$ cat src/rtl/i2c_seq_pkg.sv
// Shared definitions for the I2C configuration sequencer: feed op codes,
// the sequencer state encoding, the byte-engine command fields and the
// helpers that build commands and size the shared timer.
package i2c_seq_pkg;

  localparam logic [1:0] OP_STOP     = 2'd0;
  localparam logic [1:0] OP_START    = 2'd1;
  localparam logic [1:0] OP_CONTINUE = 2'd2;
  localparam logic [1:0] OP_RESTART  = 2'd3;

  typedef enum logic [3:0] {
    ST_IDLE,
    ST_REWIND,
    ST_FETCH,
    ST_SETTLE,
    ST_ISSUE,
    ST_WAIT_RSP,
    ST_RECOVER,
    ST_BACKOFF,
    ST_DONE,
    ST_ERROR
  } seq_state_e;

  // One command to the byte engine; cmd_byte is only shifted out when byte_en is set.
  typedef struct packed {
    logic       stop;
    logic       start;
    logic       byte_en;
    logic [7:0] cmd_byte;
  } cmd_t;

  localparam cmd_t CMD_IDLE      = '{stop: 1'b0, start: 1'b0, byte_en: 1'b0, cmd_byte: 8'h00};
  localparam cmd_t CMD_STOP_ONLY = '{stop: 1'b1, start: 1'b0, byte_en: 1'b0, cmd_byte: 8'h00};

  // Translate a sampled feed step into the byte-engine command fields.
  function automatic cmd_t decode_cmd(input logic [1:0] op, input logic [7:0] data);
    cmd_t c;
    c.cmd_byte = data;
    case (op)
      OP_START:    begin c.stop = 1'b0; c.start = 1'b1; c.byte_en = 1'b1; end
      OP_CONTINUE: begin c.stop = 1'b0; c.start = 1'b0; c.byte_en = 1'b1; end
      OP_RESTART:  begin c.stop = 1'b1; c.start = 1'b1; c.byte_en = 1'b1; end
      default:     begin c.stop = 1'b1; c.start = 1'b0; c.byte_en = 1'b0; end
    endcase
    return c;
  endfunction

  // Width of the shared down-counter: wide enough for the longest load it can see.
  function automatic int timer_width(input int a, input int b, input int c);
    int m;
    m = a;
    if (b > m) m = b;
    if (c > m) m = c;
    return (m < 2) ? 1 : $clog2(m + 1);
  endfunction

endpackage

$ cat src/rtl/i2c_seq_timer.sv
// Loadable down-counter with a zero flag. One instance is shared by the
// settle delay, the retry backoff and the response watchdog; the sequencer
// never needs two of them at once.
module i2c_seq_timer #(
  parameter int W = 16
) (
  input  logic         Clock,
  input  logic         Reset,
  input  logic         load,
  input  logic [W-1:0] load_val,
  output logic         zero
);

  logic [W-1:0] count;

  // Load wins over counting; the counter parks at zero instead of wrapping.
  // NOTE: sequential state is assigned with <= so every flop samples pre-edge values.
  always_ff @(posedge Clock) begin
    if (Reset) begin
      count <= '0;
    end else if (load) begin
      count <= load_val;
    end else if (count != '0) begin
      count <= count - 1'b1;
    end
  end

  assign zero = (count == '0);

endmodule

$ cat src/rtl/i2c_config_sequencer.sv
// I2C configuration sequencer for the HDMI transmitter bring-up path.
// Walks the register-initialisation feed one step per FeedUpdate pulse,
// turns each (Op, Data) pair into a byte-engine command, checks ACKs and
// restarts the whole sequence after a NACK with a backoff delay.
//
// Build option: define I2C_SEQ_TIMEOUT_EN to add a response watchdog of
// TIMEOUT_CYCLES; without it the sequencer waits for responses indefinitely.
module i2c_config_sequencer
  import i2c_seq_pkg::*;
#(
  parameter int SETTLE_CYCLES  = 2,
  parameter int MAX_RETRIES    = 3,
  parameter int BACKOFF_CYCLES = 1000,
  parameter int BYTE_LIMIT     = 127,
  parameter int TIMEOUT_CYCLES = 65535
) (
  input  logic       Clock,
  input  logic       Reset,
  input  logic       Start,
  output logic       FeedUpdate,
  output logic       FeedReset_n,
  input  logic [1:0] FeedOp,
  input  logic [7:0] FeedData,
  output logic       CmdValid,
  input  logic       CmdReady,
  output logic       CmdStop,
  output logic       CmdStart,
  output logic       CmdByteEn,
  output logic [7:0] CmdByte,
  input  logic       RspValid,
  input  logic       RspAck,
  output logic       Busy,
  output logic       Done,
  output logic       Error,
  output logic [3:0] RetryCount,
  output logic [6:0] ByteCount
);

  localparam int TW = timer_width(SETTLE_CYCLES, BACKOFF_CYCLES, TIMEOUT_CYCLES);

  seq_state_e state, next_state;
  cmd_t       cmd_q;      // command decoded from the last sampled feed step
  cmd_t       cmd_out;
  logic       err_flag;   // pass is doomed: recovery ends in ERROR, not a retry
  logic       rec_sent;   // RECOVER's stop-only command has been accepted

  logic          timer_load;
  logic [TW-1:0] timer_val;
  logic          timer_zero;

  logic clr_status, set_done, set_error, set_err_flag;
  logic byte_inc, byte_clr, retry_inc, sample, rec_sent_set;

  i2c_seq_timer #(.W(TW)) u_timer (
    .Clock    (Clock),
    .Reset    (Reset),
    .load     (timer_load),
    .load_val (timer_val),
    .zero     (timer_zero)
  );

  // State register.
  always_ff @(posedge Clock) begin
    if (Reset) begin
      state <= ST_IDLE;
    end else begin
      state <= next_state;
    end
  end

  // Next-state decode plus the per-cycle strobes that drive the datapath.
  // NOTE: every signal gets a default before the case so no path can infer a latch.
  always_comb begin
    next_state   = state;
    cmd_out      = CMD_IDLE;
    CmdValid     = 1'b0;
    FeedUpdate   = 1'b0;
    timer_load   = 1'b0;
    timer_val    = '0;
    clr_status   = 1'b0;
    set_done     = 1'b0;
    set_error    = 1'b0;
    set_err_flag = 1'b0;
    byte_inc     = 1'b0;
    byte_clr     = 1'b0;
    retry_inc    = 1'b0;
    sample       = 1'b0;
    rec_sent_set = 1'b0;

    case (state)
      ST_IDLE, ST_DONE, ST_ERROR: begin
        if (Start) begin
          clr_status = 1'b1;
          next_state = ST_REWIND;
        end
      end

      ST_REWIND: next_state = ST_FETCH;

      ST_FETCH: begin
        // A feed that is still going after BYTE_LIMIT steps is runaway.
        if (ByteCount == 7'(BYTE_LIMIT)) begin
          set_err_flag = 1'b1;
          next_state   = ST_RECOVER;
        end else begin
          FeedUpdate = 1'b1;
          byte_inc   = 1'b1;
          timer_load = 1'b1;
          timer_val  = TW'(SETTLE_CYCLES - 1);
          next_state = ST_SETTLE;
        end
      end

      ST_SETTLE: begin
        if (timer_zero) begin
          sample     = 1'b1;
          next_state = ST_ISSUE;
        end
      end

      ST_ISSUE: begin
        CmdValid = 1'b1;
        cmd_out  = cmd_q;
        if (CmdReady) begin
          next_state = ST_WAIT_RSP;
`ifdef I2C_SEQ_TIMEOUT_EN
          timer_load = 1'b1;
          timer_val  = TW'(TIMEOUT_CYCLES);
`endif
        end
      end

      ST_WAIT_RSP: begin
        if (RspValid) begin
          if (!cmd_q.byte_en) begin
            set_done   = 1'b1;
            next_state = ST_DONE;
          end else if (RspAck) begin
            next_state = ST_FETCH;
          end else begin
            next_state = ST_RECOVER;
          end
        end
`ifdef I2C_SEQ_TIMEOUT_EN
        else if (timer_zero) begin
          set_err_flag = 1'b1;
          next_state   = ST_RECOVER;
        end
`endif
      end

      ST_RECOVER: begin
        // First release the bus with a stop-only command, then wait for its response.
        if (!rec_sent) begin
          CmdValid = 1'b1;
          cmd_out  = CMD_STOP_ONLY;
          if (CmdReady) begin
            rec_sent_set = 1'b1;
`ifdef I2C_SEQ_TIMEOUT_EN
            timer_load = 1'b1;
            timer_val  = TW'(TIMEOUT_CYCLES);
`endif
          end
        end else if (RspValid) begin
          if (err_flag || (RetryCount == 4'(MAX_RETRIES))) begin
            set_error  = 1'b1;
            next_state = ST_ERROR;
          end else begin
            retry_inc  = 1'b1;
            timer_load = 1'b1;
            timer_val  = TW'(BACKOFF_CYCLES - 1);
            next_state = ST_BACKOFF;
          end
        end
`ifdef I2C_SEQ_TIMEOUT_EN
        else if (timer_zero) begin
          set_error  = 1'b1;
          next_state = ST_ERROR;
        end
`endif
      end

      ST_BACKOFF: begin
        if (timer_zero) begin
          byte_clr   = 1'b1;
          next_state = ST_REWIND;
        end
      end

      default: next_state = ST_IDLE;
    endcase
  end

  // Status, counters and the registered feed rewind strobe.
  always_ff @(posedge Clock) begin
    if (Reset) begin
      Done        <= 1'b0;
      Error       <= 1'b0;
      RetryCount  <= '0;
      ByteCount   <= '0;
      err_flag    <= 1'b0;
      rec_sent    <= 1'b0;
      FeedReset_n <= 1'b0;
    end else begin
      FeedReset_n <= (next_state != ST_REWIND);
      rec_sent    <= (next_state == ST_RECOVER) && (rec_sent || rec_sent_set);
      if (clr_status) begin
        Done       <= 1'b0;
        Error      <= 1'b0;
        RetryCount <= '0;
        ByteCount  <= '0;
        err_flag   <= 1'b0;
      end else begin
        if (set_done)     Done     <= 1'b1;
        if (set_error)    Error    <= 1'b1;
        if (set_err_flag) err_flag <= 1'b1;
        if (retry_inc && (RetryCount != 4'hF)) RetryCount <= RetryCount + 1'b1;
        if (byte_clr) begin
          ByteCount <= '0;
        end else if (byte_inc && (ByteCount != 7'h7F)) begin
          ByteCount <= ByteCount + 1'b1;
        end
      end
    end
  end

  // Capture the settled feed step.
  // NOTE: cmd_q has no reset; it is only visible on the bus after a sample has loaded it.
  always_ff @(posedge Clock) begin
    if (sample) begin
      cmd_q <= decode_cmd(FeedOp, FeedData);
    end
  end

  assign CmdStop   = cmd_out.stop;
  assign CmdStart  = cmd_out.start;
  assign CmdByteEn = cmd_out.byte_en;
  assign CmdByte   = cmd_out.cmd_byte;
  assign Busy      = !((state == ST_IDLE) || (state == ST_DONE) || (state == ST_ERROR));

endmodule

$ cat config.mk
export PLATFORM = sky130hd
export DESIGN_NAME = i2c_config_sequencer
export DESIGN_NICKNAME = d
export VERILOG_FILES = /design/src/rtl/i2c_seq_pkg.sv /design/src/rtl/i2c_seq_timer.sv /design/src/rtl/i2c_config_sequencer.sv
export SDC_FILE = /design/constraint.sdc
export NUM_CORES = 1
export LEC_CHECK = 0
export ABC_AREA = 0
export CAP_MARGIN = 20
export CORE_ASPECT_RATIO = 1.75
export CORE_MARGIN = 4
export CORE_UTILIZATION = 30
export DETAILED_ROUTE_END_ITERATION = 16
export GPL_TIMING_DRIVEN = 0
export PLACE_DENSITY = 0.47
export SLEW_MARGIN = 25
export SYNTH_ARGS = -nofsm -noshare
export SYNTH_HDL_FRONTEND = slang
export SYNTH_SLANG_ARGS = --single-unit
$ cat constraint.sdc
create_clock -name Clock -period 3 [get_ports Clock]
set_input_delay 0.45 -clock Clock [delete_from_list [all_inputs] [get_ports Clock]]
set_output_delay 0.45 -clock Clock [all_outputs]
set_load 0.05 [all_outputs]
==> results of run 1 <==
==> layer usage <==
metal,GRT usage,vias up
li1,-,997
met1,0.139,918
met2,0.240,34
met3,0.0364,7
met4,0.0639,0
met5,0,-
==> tightest hold or removal path: stages (launching register included) <==
cell and delay, ps:
dfxtp_1 310, o31ai_1 60, a21oi_1 60
==> power by group through the flow <==
stage	Clock, µW	Sequential [µW]	Combinational [µW]
2_1_floorplan	0	844	791
3_3_place_gp	0	848	1050
3_5_place_dp	0	849	1050
4_1_cts	580	835	1060
5_1_grt	608	851	1160
6_report	554	835	1040
==> synth_stat cells (2+ instances only) <==
master / n / share of area
nor4_1: 5 / 0.014
o21ai_0: 8 / 0.017
nand2_1: 14 / 0.023
inv_1: 18 / 0.029
or3_1: 6 / 0.016
nand2b_1: 3 / 0.0081
buf_6: 2 / 0.0097
a21oi_1: 17 / 0.037
or4_1: 3 / 0.0097
edfxtp_1: 11 / 0.14
nor3_1: 4 / 0.0086
and2_1: 11 / 0.030
a311oi_1: 2 / 0.0076
or2_2: 4 / 0.011
ha_1: 6 / 0.032
xnor2_1: 7 / 0.026
a31oi_1: 2 / 0.0054
nand3_1: 10 / 0.022
nor2_1: 28 / 0.045
and3_1: 4 / 0.011
nor4b_1: 2 / 0.0076
o21ai_1: 2 / 0.0043
nand4_1: 3 / 0.0081
xor2_1: 10 / 0.038
o22ai_1: 3 / 0.0081
or4_4: 2 / 0.0097
dfxtp_1: 36 / 0.31
clkbuf_1: 7 / 0.011
o31ai_1: 2 / 0.0065
o211ai_1: 3 / 0.0097
==> per-stage QoR <==
stage                      util  setup slack (ps)  std cells  TNS [ps]  power (µW)
after floorplan               -               614        255         0        1640
final                     0.394               175        394         0        2430
after global placement    0.377             -29.0        386     -29.0        1900
after detailed placement  0.378             -1.56        386     -1.56        1900
after global routing      0.394              5.21        394         0        2620
after CTS                 0.398             -21.8        394     -31.3        2470
==> worst paths after layout <==
| path | from | endpoint | slack, ps | cells past startpoint |
|---|---|---|---|---|
| hold / removal | u_timer.count[15] | u_timer.count[15] | 480 | 2 |
| hold reg to reg | u_timer.count[15] | u_timer.count[15] | 480 | 2 |
| setup reg to reg | u_timer.count[2] | rec_sent | 340 | 7 |
| setup / recovery | state[1] | CmdByte[3] | 170 | 6 |
==> flip-flops by register name (all words and copies together) (netlist names) <==
register       cells
RetryCount         4
state              4
FeedReset_n        1
Done               1
Error              1
cmd_q             11
err_flag           1
rec_sent           1
u_timer.count     16
ByteCount          7
==> area by class of cell <==
class	count	area, µm²
fill	796	4580
multi-input combinational	179	1150
sequential	47	1050
timing repair buffer	43	397
clock buffer	7	143
tap	88	110
inverter	19	71.3
buffer	10	52.6
clock inverter	1	5.00
==> cells by family (layout without fill, tap and decap cells) <==
logic type	Yosys count	after routing
AO/OA/AOI/OAI	47	47
flip-flops	47	47
multiplexers	2	2
AND/OR/NAND/NOR	106	106
XOR/XNOR	17	17
buffers and inverters	29	80
adder cells (fa/ha/maj)	7	7
==> timing repair <==
action                     4_1_cts  5_1_grt
hold buffers                     0        0
gates resized for setup         23       12
setup endpoints to repair       11       11
==> impl_metrics.tcl, run 1 <==
set metrics [dict create \
    syn_inst 255 \
    startpoint_type "register" \
    crit_type "reg -> out" \
    drt_iter0_drc 70 \
    top_layer "met4" \
    area_delta_synth_final_pct 28.8 \
    synth_simple_gate_area_frac 0.256 \
    die_x_um 74.4 \
    cp_top_family "simple AND/OR/NAND/NOR gates" \
    cap_violations 0 \
    place_hpwl_um 4460 \
    n_antenna_cell 0 \
    cts_setup_buffers 0 \
    clk_latency_ps 290 \
    vias_per_cell 4.96 \
    max_freq_ghz 0.354 \
    cp_common_cell "clkbuf_1" \
    ys_types 50 \
    dr_wl_met3_um 266 \
    path_buf_inv 3 \
    fin_area_mm2 0.00298 \
    syn_area_mm2 0.00232 \
    dr.pass1.iters 6 \
    path_max_fanout 10 \
    grt_pass1_wl_um 9680 \
    synth_compound_area_frac 0.126 \
    worstPathArrival_ps 2380 \
    setup_violations 0 \
    portBuffers 43 \
    routed_wl_um 5780 \
    synth_top_family_by_area "simple AND/OR/NAND/NOR gates" \
    place_area_mm2 0.00286 \
    synth_fa_ha_area_frac 0.0367 \
    p_int_uw 1500 \
    synth_mux_area_frac 0.00918 \
    switching_share 0.383 \
    globalRouteOverflowTotal 0 \
    ant_nets 0 \
    seq_area_frac_synth 0.454 \
    clockPowerShare 0.228 \
    cts_sinks 47 \
    syn_avg_cell_area_um2 9.08 \
    drive_gt1_frac 0.108 \
    hold_path_class "reg -> reg" \
    finalCritPeriodShare 0.942 \
    synth_xor_area_frac 0.0643 \
    peakVddDrop_uv 276 \
    yosys_register_bits 47 \
    grt_max_degree 15 \
    pwr-share-seq 0.343 \
    p_leak_uw 0.00116 \
    final_common_cell "dfxtp_1" \
    cts_buffer_depth 2 \
    grt_pass1_vias 1975 \
    antenna_found_initial 0 \
    grtUsageTotal 0.135 \
    fin_nets 327 \
    worst_ep_required_time_ps 2550 \
    met2_length_um 3220 \
    cts_buffers 5 \
    power_switching_uw 932 \
    outcome "completed" \
    cp_cell_sequence "clkbuf_1 > or3b_2 > nor2_1 > clkbuf_1 > and2_1 > clkdlybuf4s15_2" \
    ios 44 \
    cts_tree "yes" \
    dieArea_mm2 0.00925 \
    htree_levels 2 \
    power_density_mw_per_mm2 815 \
    p_comb_frac 0.429 \
    rows 42 \
    synth_edf_count 11 \
    cts-root-buf "clkbuf_16" \
    worst_path_largest_cell_delay_ps 590 \
    rsz0062_at_grt "false" \
    core_area_mm2 0.00757 \
    drc 0 \
    cp_slowest_cell "or3b_2" \
    finClkSkew_ps 6.33 \
    relSlewSlack 0.549 \
    post_drt_wl_per_cell_um 14.7 \
    final_hold_viol_count 0 \
    async_flop_share 0 \
    worst_pin_slew_ps 660 \
    drt-met1-wl_um 2170 \
    fin_crit_ps 2830 \
    path_clk_slew_ps 60 \
    mostFrequentLayoutCells "dfxtp_1 (36), clkdlybuf4s50_1 (30), nor2_1 (28)" \
    synth.net_count 277 \
    die-height_um 124 \
    vias 1956 \
    synth_warnings 0 \
    gp_congestion 0.826 \
    critPathCaptureType "output port" \
    holdWs_ps 479 \
    maxSlewViolCount 0 \
    ys.flop_type "dfxtp_1" \
    initial_core_util 0.306 \
]
Power figures use the tool's default switching activity.
==> run 2: changes to the inputs <==
Settings changed: CAP_MARGIN 20 to not set.
==> results of run 2 <==
No change in the layout: final DEF, timing and power equal those of run 1.
